[config.mk]
export PLATFORM = sky130hd
export DESIGN_NAME = ysyx_25020047_lsu
export DESIGN_NICKNAME = d
export VERILOG_FILES = /design/src/rtl/ysyx_25020047_lsu_pkg.sv /design/src/rtl/ysyx_25020047_lsu_align.sv /design/src/rtl/ysyx_25020047_lsu.sv
export SDC_FILE = /design/constraint.sdc
export NUM_CORES = 1
export LEC_CHECK = 0
export CAP_MARGIN = 25
export CORE_ASPECT_RATIO = 1.5
export CORE_MARGIN = 1.5
export CORE_UTILIZATION = 35
export DETAILED_ROUTE_END_ITERATION = 8
export HOLD_SLACK_MARGIN = 0.08
export PLACE_DENSITY = 0.67
export SLEW_MARGIN = 20
export SYNTH_ARGS = -nofsm -noshare
export SYNTH_HDL_FRONTEND = slang
export SYNTH_SLANG_ARGS = --single-unit
[constraint.sdc]
create_clock -name clk -period 2.76 [get_ports clk]
set_input_delay 0.414 -clock clk [delete_from_list [all_inputs] [get_ports clk]]
set_output_delay 0.414 -clock clk [all_outputs]
set_load 0.01 [all_outputs]
[src/rtl/ysyx_25020047_lsu_pkg.sv]
// Shared definitions for the decode, LSU and writeback stages:
// one-hot instruction type encoding and LSU state encoding.
package ysyx_25020047_lsu_pkg;

  localparam logic [31:0] INST_ADDI  = 32'h0000_0001;
  localparam logic [31:0] INST_JALR  = 32'h0000_0002;
  localparam logic [31:0] INST_ADD   = 32'h0000_0008;
  localparam logic [31:0] INST_LUI   = 32'h0000_0010;
  localparam logic [31:0] INST_LW    = 32'h0000_0020;
  localparam logic [31:0] INST_LBU   = 32'h0000_0040;
  localparam logic [31:0] INST_SW    = 32'h0000_0080;
  localparam logic [31:0] INST_SB    = 32'h0000_0100;
  localparam logic [31:0] INST_AUIPC = 32'h0000_0200;
  localparam logic [31:0] INST_JAL   = 32'h0000_0400;
  localparam logic [31:0] INST_SUB   = 32'h0000_0800;
  localparam logic [31:0] INST_SLTI  = 32'h0000_1000;
  localparam logic [31:0] INST_SLTIU = 32'h0000_2000;
  localparam logic [31:0] INST_BEQ   = 32'h0000_4000;
  localparam logic [31:0] INST_BNE   = 32'h0000_8000;

  typedef enum logic [1:0] {
    IDLE = 2'd0,
    REQ  = 2'd1,
    WAIT = 2'd2,
    DONE = 2'd3
  } lsu_state_e;

endpackage

[src/rtl/ysyx_25020047_lsu_align.sv]
// Byte-lane logic for the LSU: store strobes/data replication, load byte
// extraction and word-access misalignment detection.
module ysyx_25020047_lsu_align
  import ysyx_25020047_lsu_pkg::*;
(
  input  logic [31:0] st_inst_type,
  input  logic [1:0]  st_offset,
  input  logic [31:0] st_wdata,
  output logic        is_mem,
  output logic        is_store,
  output logic        misaligned,
  output logic [3:0]  wmask,
  output logic [31:0] wdata,
  input  logic [31:0] ld_inst_type,
  input  logic [1:0]  ld_offset,
  input  logic [31:0] rdata,
  output logic [31:0] ld_data
);

  logic is_load;

  always_comb begin
    is_load    = (st_inst_type == INST_LW) || (st_inst_type == INST_LBU);
    is_store   = (st_inst_type == INST_SW) || (st_inst_type == INST_SB);
    is_mem     = is_load || is_store;
    misaligned = ((st_inst_type == INST_LW) || (st_inst_type == INST_SW)) && (st_offset != 2'b00);
    wmask      = 4'b0000;
    wdata      = 32'h0;
    if (st_inst_type == INST_SW) begin
      wmask = 4'b1111;
      wdata = st_wdata;
    end else if (st_inst_type == INST_SB) begin
      wmask = 4'b0001 << st_offset;
      wdata = {4{st_wdata[7:0]}};
    end
  end

  // Load extraction works on the captured instruction, so it only ever sees registered type/offset.
  always_comb begin
    ld_data = 32'h0;
    if (ld_inst_type == INST_LW) begin
      ld_data = rdata;
    end else if (ld_inst_type == INST_LBU) begin
      case (ld_offset)
        2'd0:    ld_data = {24'h0, rdata[7:0]};
        2'd1:    ld_data = {24'h0, rdata[15:8]};
        2'd2:    ld_data = {24'h0, rdata[23:16]};
        default: ld_data = {24'h0, rdata[31:24]};
      endcase
    end
  end

endmodule

[src/rtl/ysyx_25020047_lsu.sv]
// Load/store unit: accepts one instruction, performs its bus access over
// req/gnt/rvalid, and hands the registered bundle to writeback.
module ysyx_25020047_lsu
  import ysyx_25020047_lsu_pkg::*;
#(
  parameter int unsigned TIMEOUT_CYCLES = 256
)
(
  input  logic        clk,
  input  logic        rst,
  input  logic        in_valid,
  output logic        in_ready,
  input  logic [31:0] in_inst_type,
  input  logic [31:0] in_result,
  input  logic [31:0] in_wdata,
  input  logic [31:0] in_snpc,
  output logic        out_valid,
  input  logic        out_ready,
  output logic [31:0] out_inst_type,
  output logic [31:0] out_result,
  output logic [31:0] out_snpc,
  output logic [31:0] out_memdata,
  output logic        out_err,
  output logic        mem_req,
  output logic        mem_we,
  output logic [31:0] mem_addr,
  output logic [31:0] mem_wdata,
  output logic [3:0]  mem_wmask,
  input  logic        mem_gnt,
  input  logic        mem_rvalid,
  input  logic [31:0] mem_rdata
);

  localparam logic [31:0] TIMEOUT_LAST = 32'(TIMEOUT_CYCLES - 1);

  lsu_state_e  state, state_next;
  logic [31:0] timeout_count;
  logic        timeout_hit;
  logic        is_mem, is_store, misaligned;
  logic [3:0]  st_wmask;
  logic [31:0] st_wdata, ld_data;

  ysyx_25020047_lsu_align u_align (
    .st_inst_type (in_inst_type),
    .st_offset    (in_result[1:0]),
    .st_wdata     (in_wdata),
    .is_mem       (is_mem),
    .is_store     (is_store),
    .misaligned   (misaligned),
    .wmask        (st_wmask),
    .wdata        (st_wdata),
    .ld_inst_type (out_inst_type),
    .ld_offset    (out_result[1:0]),
    .rdata        (mem_rdata),
    .ld_data      (ld_data)
  );

  // The current cycle is the last allowed one in REQ/WAIT.
  assign timeout_hit = (TIMEOUT_CYCLES != 0) && (timeout_count == TIMEOUT_LAST);

  always_comb begin
    state_next = state;
    in_ready   = 1'b0;
    mem_req    = 1'b0;
    out_valid  = 1'b0;
    case (state)
      IDLE: begin
        in_ready = 1'b1;
        if (in_valid) state_next = (is_mem && !misaligned) ? REQ : DONE;
      end
      REQ: begin
        mem_req = 1'b1;
        if (timeout_hit)  state_next = DONE;
        else if (mem_gnt) state_next = WAIT;
      end
      WAIT: begin
        if (mem_rvalid || timeout_hit) state_next = DONE;
      end
      default: begin
        out_valid = 1'b1;
        if (out_ready) state_next = IDLE;
      end
    endcase
  end

  always_ff @(posedge clk) begin
    if (rst) begin
      state         <= IDLE;
      timeout_count <= 32'h0;
      out_inst_type <= 32'h0;
      out_result    <= 32'h0;
      out_snpc      <= 32'h0;
      out_memdata   <= 32'h0;
      out_err       <= 1'b0;
      mem_we        <= 1'b0;
      mem_addr      <= 32'h0;
      mem_wdata     <= 32'h0;
      mem_wmask     <= 4'h0;
    end else begin
      state <= state_next;
      case (state)
        IDLE: begin
          if (in_valid) begin
            out_inst_type <= in_inst_type;
            out_result    <= in_result;
            out_snpc      <= in_snpc;
            out_memdata   <= 32'h0;
            out_err       <= misaligned;
            timeout_count <= 32'h0;
            if (is_mem && !misaligned) begin
              mem_addr  <= {in_result[31:2], 2'b00};
              mem_we    <= is_store;
              mem_wdata <= st_wdata;
              mem_wmask <= st_wmask;
            end
          end
        end
        REQ, WAIT: begin
          timeout_count <= timeout_count + 32'd1;
          // A response arriving on the timeout cycle still completes normally.
          if (state == WAIT && mem_rvalid) out_memdata <= ld_data;
          else if (timeout_hit)            out_err     <= 1'b1;
        end
        default: ;
      endcase
    end
  end

endmodule

# ---- After elaboration in Yosys (flattened, before gate mapping)
# Cells that the tools add are included.
dict set report op_classes {
  add_sub_neg 1
  n_eq_ne 17
  shift 1
  mux 25
  n_reduce_logical 22
}
# cell count
set ops {}
lappend ops {{$mux W32} 6}
lappend ops {{$pmux W32 S2} 2}
lappend ops {{$eq A32 B6 Y1 const B} 2}
lappend ops {{$eq A32 B7 Y1 const B} 2}
lappend ops {{$eq A32 B8 Y1 const B} 2}
lappend ops {{$add A32 B1 Y32 const B} 1}
lappend ops {{$eq A32 B9 Y1 const B} 1}
lappend ops {{$pmux W8 S3} 1}
lappend ops {{$mux W2} 6}
lappend ops {{$ne A2 B2 Y1 const B} 5}
lappend ops {{$mux W4} 2}
lappend ops {{$reduce_and A4 Y1} 2}
lappend ops {{$mux W1} 6}
lappend ops {{$pmux W2 S3} 1}
lappend ops {{$reduce_and A3 Y1} 2}
lappend ops {{$logic_or A1 B1 Y1} 5}
lappend ops {{$eq A2 B1 Y1 const B} 2}
lappend ops {{$eq A2 B2 Y1 const B} 2}
lappend ops {{$logic_not A2 Y1} 2}
lappend ops {{$reduce_and A2 Y1} 2}
lappend ops {{$reduce_bool A2 Y1} 2}
lappend ops {{$reduce_bool A4 Y1} 1}
lappend ops {{$shl A1 B2 Y4 const A} 1}
lappend ops {{$logic_and A1 B1 Y1} 3}
lappend ops {{5 further kinds} 5}
dict set report word_totals {
  ff_bits 230
  in_bits 166
  output_inout_bits 201
  word_cells 77
}

# ---- Logic depth before layout (Yosys ltp)
# Gate-level depths: netlist of the first run.
dict set report logic_depth {
  depth_word 8
  ltp_mapped 10
  ltp_nobuf 7
}

# ---- Hierarchy
# Synthesis of the first run repeated with hierarchy kept, for this count alone.
dict set report unflattened {
  cells_unflattened 1299
  hier_area_um2 10133.5
}
# module instances cells_each area_per_inst_um2 seq_area_each_um2
set by_module_without_submodules {}
lappend by_module_without_submodules {ysyx_25020047_lsu 1 1074 8600.7 4604.4}
lappend by_module_without_submodules {ysyx_25020047_lsu_align 1 225 1532.7 0.0}

# ---- Worst setup path before layout of the first run
# No wires, ideal clock.
dict set report synth_path {
  path_type {register -> register}
  from {register state[0]}
  to {register out_memdata[0]}
  setup_ps 69
  t_arrival_ps 2137
  required_time_ps 2691
  path_slack_ps 554
  path_stages_with_launch 10
  n_path_buf 2
  synth_period_minus_slack_ps 2206
  path_cell_list {dfxtp_1 > inv_1 > ha_1 > nor2b_1 > buf_6 > a211o_1 > buf_6 > nor4_4 > nand4b_4 > o21ai_1}
}
dict set report synth_between {
  elab_chain_len 4
  word_cells_on_any_way 10
  classes_between {eq/ne: 4; mux: 1; reduce/logical: 5}
}
# element line_no
set synth_rtl {}
lappend synth_rtl {{start, declared} ysyx_25020047_lsu.sv:36} ;# lsu_state_e state, state_next;
lappend synth_rtl {{start signal, assigned} ysyx_25020047_lsu.sv:100} ;# state <= state_next;
lappend synth_rtl {{$eq A2 B2 Y1 / $eq A2 B1 Y1 (equally long branches)} {ysyx_25020047_lsu.sv:101, ysyx_25020047_lsu.sv:121}}
lappend synth_rtl {{$reduce_or A2 Y1 / $logic_and A1 B1 Y1 (equally long branches)} {ysyx_25020047_lsu.sv:101, ysyx_25020047_lsu.sv:121}}
lappend synth_rtl {{$ne A2 B2 Y1 (no source line) / $reduce_bool A2 Y1 (equally long branches)} --}
lappend synth_rtl {{$reduce_and A3 Y1 (no source line)} --}
lappend synth_rtl {{end signal, assigned} ysyx_25020047_lsu.sv:121} ;# if (state == WAIT && mem_rvalid) out_memdata <= ld_data;
lappend synth_rtl {{end, declared} ysyx_25020047_lsu.sv:22} ;# output logic [31:0] out_memdata,
# Several ways; a longest one is shown, not always the timed one.
# A chain may end at the register's enable or synchronous reset.

# ---- Worst setup path in the final report of the first run
dict set report layout_path {
  from {register state[0]}
  to {register out_memdata[1]}
}
# Same word-level chain as after synthesis.

==> results.cfg, run 1 <==
[timing]
maxSlewViolCount = 0
finalCritPeriodShare = 0.898
slew_headroom = 0.407
setup_viol = 0
finalCriticalPeriod_ps = 2480
rsz0062_at_grt = no
hold_viol = 0
skew_ps = 11.9
max_freq_ghz = 0.404
hold_slack_ps = 389
setup_tns_ps = 0
worst_slew_pin_slew_ps = 881

[cts]
tritoncts = built
cts_setup_buffers = 0
clock-root-buffer = clkbuf_16
clockBufferDepth = 3
cts.sinks = 230
cts.htree.levels = 1
worstSkewPairLatency_ps = 510
postCtsResizedCells = 0
cts_inserted_buffers = 24
cts.clk_slew.worst_paths_ps = 60
cts_hold_buffers = 0

[grt]
grt_usage = 0.230
grt_max_degree = 102
antenna_found_initial = 0
met1_usage = 0.273
grt.overflow.total = 0
grt.met2_usage = 0.406
grt_pass1_wl_um = 49900
top_usage_layer = met2
first_global_vias = 9062
met3_usage = 0.0490

[cells_and_area]
final_nets = 1633
multiInputGateArea_sq_mm = 0.00415
num-fill-cells = 2378
drive_above_1_share = 0.0569
antenna_cells = 0
ff_latch_area_sq_mm = 0.00460
stdcell_count = 1810
syn_to_final_growth_pct = 53.0
fin_util = 0.544

[die]
die_h_um = 201
row_count = 72
core_sq_mm = 0.0257
ios = 367
start_util = 0.355
dieArea_sq_mm = 0.0271
die_w_um = 135

[power_and_ir_drop]
irDropWorstVdd_v = 0.000494
power.total_uw = 9280
p_leak_uw = 0.00487
power_density_mw_per_mm2 = 665

[hold_path]
hold_depth = 3
hp-class = in2reg
worstHoldEndpoint = out_memdata[9]
hold_start = rst

[setup_path]
r2r_start = state[0]
endpoint_kind = register
worstPathMaxFanout = 8
worstPathArrival_ps = 2910
r2r_slack_ps = 280
worstSetupPathType = reg2reg
ff2ff_path_depth = 7
required_ps = 3190
worstSetupStartpointType = register
worstReg2RegEnd = out_memdata[1]

[routing]
final_antenna_net_count = 0
vias = 9327
via_per_inst = 5.15
drt-initial-drc-count = 572
wl_per_cell_um = 17.7
drc = 0
dr.pass1.iters = 5
drt-total-wl_um = 32000

[synthesis]
ys_warn_count = 0
netlist_area_sq_mm = 0.00913
yosysSeqAreaShare = 0.505
synth_cell_types = 47
ys_async_sr_fraction = 0
synthCells = 1118
synth_ff_type = dfxtp_1
synth_edf_count = 0
synth_area_per_cell_sq_um = 8.16
synth_seq_cells = 230

[place]
dp.cells = 1769
routabilityCongestion = 0.878
io_buffer_count = 364
dp_hpwl_um = 23000

[run_status]
status = finished, final reports clean

[run]
max_cap_violations = 0
-- metrics by stage --
stage	cell area, sq um	setup slack [ps]
floorplan	9130	554
global placement	13200	80.2
finish	14000	282
detailed placement	13200	74.2
global route	14000	75.9
CTS	14000	271
-- how the worst max path moves through the flow --
stage                     slack [ps]         endpoint        startpoint  depth (start not counted)
after floorplan                  550   out_memdata[0]          state[0]                          9
after global placement            80    mem_wdata[12]  in_inst_type[11]                          7
after detailed placement          70     mem_wdata[8]  in_inst_type[14]                          8
after CTS                        270   out_memdata[1]          state[0]                          7
after global routing              80  out_memdata[22]          state[1]                          8
final                            280   out_memdata[1]          state[0]                          7
-- cell families after synthesis --
group                      Yosys count  synth area share
DFF                                230             0.505
muxes                                8            0.0197
other                                1          0.000411
AOI/OAI and AO/OA                  264             0.163
and+or+nand+nor                    487             0.237
buffers and inverters               99            0.0455
xor gates and xnor gates            24            0.0230
adders and majority gates            5           0.00685
-- routing by layer --
| layer | vias up | routed length [um] |
|---|---|---|
| met3 | 66 | 2210 |
| met5 | - | 0 |
| li1 | 4512 | - |
| met2 | 335 | 16300 |
| met4 | 0 | 1130 |
| met1 | 4414 | 12400 |
-- worst max-delay path, stage by stage, from the launching register on --
cell and delay, ps:
dfxtp_1 370, inv_1 80, ha_1 480, nor4b_1 350, nand4_1 290, nor4_4 430
nand4b_4 210, o21ai_1 180
-- cells in the final DEF (no fill, tap or decap), types with 18 or more instances in the layout --
cell type        instances
o21ai_0                 35
xor2_1                  18
clkdlybuf4s50_1        363
a31oi_1                 27
nor4_1                  23
buf_4                   27
clkbuf_16               25
inv_1                   18
nand3_1                 22
dfxtp_1                230
nor2_1                  60
nand2_1                315
a21oi_1                146
a22oi_1                 32
-- cell usage after synthesis, drive strengths merged (4+ instances only) --
library cell | instances | share of area
a21oi | 146 | 0.080
nor3 | 8 | 0.0049
a31oi | 27 | 0.019
inv | 18 | 0.0074
nand4 | 15 | 0.010
dfxtp | 230 | 0.50
o32ai | 4 | 0.0038
clkbuf | 55 | 0.023
nor4 | 26 | 0.022
nor2 | 60 | 0.025
nand2 | 316 | 0.13
nor2b | 4 | 0.0027
buf | 26 | 0.015
ha | 5 | 0.0069
mux4 | 8 | 0.020
and4 | 6 | 0.0058
or3 | 8 | 0.0055
nand3 | 23 | 0.013
xnor2 | 6 | 0.0058
nor3b | 8 | 0.0066
xor2 | 18 | 0.017
o21ai | 43 | 0.024
a22oi | 32 | 0.026
and3 | 5 | 0.0034
-- power by group --
part	internal [uW]	switching [uW]
sequential	3590	173
clock	1790	1310
combinational	1070	1350
total	6450	2830
-- layout make-up --
cell class / instances / area share
Clock inverter: 3 / 0.00349
Clock buffer: 38 / 0.0490
Inverter: 18 / 0.00484
Timing Repair Buffer: 398 / 0.286
Tap cell: 333 / 0.0298
Sequential cell: 230 / 0.330
Multi-Input combinational cell: 790 / 0.297
-- flip-flops by register name, summed over array words and instances, names as in the netlist --
name	cells
out_inst_type	32
state	2
mem_wdata	32
out_memdata	32
out_err	1
timeout_count	32
mem_addr	30
mem_wmask	4
out_snpc	32
out_result	32
mem_we	1
No activity file was read; power rests on OpenSTA's default activity.
==> run 2: changes to the inputs <==
- CORE_ASPECT_RATIO: 1.5 -> default
==> run 2 against run 1 <==
Worst setup slack better by 65 ps. Flip-flop and latch count stayed put. Global-route usage hardly changed. Sequential power hardly changed. Cell area is 1.2% higher. Fmax is 2.7% higher. Final cell count hardly changed. Power is 4.7% higher. Sequential share of layout area is 0.40 points lower. Via count is 0.58% lower. Clock power is 15% higher. Register-to-register slack better by 80 ps. Critical path type is now reg2out.
==> results.cfg, run 2 (synthesis results as in run 1) <==
[die]
die_h_um = 164
dieArea_sq_mm = 0.0271
core_sq_mm = 0.0254
die_w_um = 164
row_count = 58
ios = 367
start_util = 0.359

[run_status]
status = finished, final reports clean

[power_and_ir_drop]
p_int_uw = 6840
power_density_mw_per_mm2 = 688
p_sw_frac = 0.296
irDropWorstVdd_v = 0.000425
clkPwrFrac = 0.366
p_sw_uw = 2880
seqPwrFrac = 0.389
comb_power_share = 0.245
p_leak_uw = 0.00495

[routing]
drc = 0
drt-initial-drc-count = 715
drt-total-wl_um = 32700
final_antenna_net_count = 0
wl_per_cell_um = 18.1
dr.pass1.iters = 5
via_per_inst = 5.13
vias = 9273

[timing]
worst_slew_pin_slew_ps = 719
finalCriticalPeriod_ps = 2410
skew_ps = 11.9
rsz0062_at_grt = no
finalCritPeriodShare = 0.874
setup_viol = 0
maxSlewViolCount = 0
hold_viol = 0
setup_tns_ps = 0
max_freq_ghz = 0.414
hold_slack_ps = 318
slew_headroom = 0.516

[setup_path]
crit_family = buffers and inverters
endpoint_kind = output pin
crit_slowest_cell = clkdlybuf4s50_1
required_ps = 2350
crit_buf_inv = 1
worstSetupStartpointType = register
slowest_delay_ps = 650
path_cells = ha_1, clkdlybuf4s50_1
worstPathArrival_ps = 2000
worstSetupPathType = reg2out
worstPathMaxFanout = 9

[run]
max_cap_violations = 0

[place]
io_buffer_count = 364
dp_hpwl_um = 22900
routabilityCongestion = 0.854
dpl_cell_area_sq_mm = 0.0132

[cts]
worstSkewPairLatency_ps = 520
postCtsResizedCells = 0
cts_hold_buffers = 0
clock-root-buffer = clkbuf_16
cts_setup_buffers = 0
cts.sinks = 230
cts_inserted_buffers = 26
clockBufferDepth = 3
cts.htree.levels = 1
cts.clk_slew.worst_paths_ps = 60
tritoncts = built

[grt]
first_global_vias = 8746
grt_usage = 0.230
grt_pass1_wl_um = 48900
met3_usage = 0.0605
grt.overflow.total = 0
grt.met2_usage = 0.389
antenna_found_initial = 2
met1_usage = 0.284
top_usage_layer = met2
grt_max_degree = 113

[hold_path]
hp-class = in2reg

[cells_and_area]
num-fill-cells = 2348
antenna_cells = 0
fin_area_sq_mm = 0.0141
final_cell_mix = clkdlybuf4s50_1, nand2_1, dfxtp_1
final_nets = 1631
layout_commonest_cell = clkdlybuf4s50_1
fin_util = 0.556
drive_above_1_share = 0.0629
syn_to_final_growth_pct = 54.9
## run 2: changes by cell type in the layout (fill, tap and decap cells not counted), sizes merged
| cell | change |
|---|---|
| bufinv | +1 |
| buf | -4 |
| inv | -1 |
| clkbuf | +2 |
| clkinv | +4 |
## run 2: path summary, 6_finish.rpt
path	slack [ps]	end	from	cells after the start
max	350	out_valid	state[1]	2
min	320	out_memdata[8]	rst	2
max reg2reg	360	out_memdata[0]	state[0]	8
min reg2reg	450	mem_wdata[0]	mem_wdata[0]	2
## run 2: cell type report
type / instances / area (sq um) / area share
repair buffers: 394 / 4000 / 0.283
clock buffers: 40 / 805 / 0.0569
well taps: 330 / 413 / 0.0292
flip-flops and latches: 230 / 4600 / 0.326
multi-input cells: 790 / 4160 / 0.294
inverters: 18 / 67.6 / 0.00478
clock inverters: 7 / 87.6 / 0.00620
## run 2: metal layers
| metal | part of all wire | wire, um |
|---|---|---|
| met2 | 0.47 | 15500 |
| met4 | 0.034 | 1120 |
| met5 | 0.00083 | 27 |
| met3 | 0.077 | 2520 |
| met1 | 0.41 | 13500 |
## run 2: metrics by stage
step / worst slack, ps / cells / power (uW)
detailed placement: 90.4 / 1762 / 6250
global placement: 142 / 1762 / 6230
finish: 347 / 1809 / 9720
global route: 221 / 1809 / 10200
CTS: 314 / 1809 / 9830
floorplan: 554 / 1119 / 5010
## run 2: power groups by stage
stage	clock, uW	combinational [uW]	sequential [uW]
6_report	3560	2380	3780
5_1_grt	3790	2580	3820
4_1_cts	3650	2400	3780
3_5_place_dp	0	2390	3850
3_3_place_gp	0	2380	3840
2_1_floorplan	0	1100	3920
==> run 3: changes to the inputs <==
- TNS_END_PERCENT: default -> 30
==> results of run 3 <==
Same layout as run 2: the final DEF is identical, and so are final timing and power.
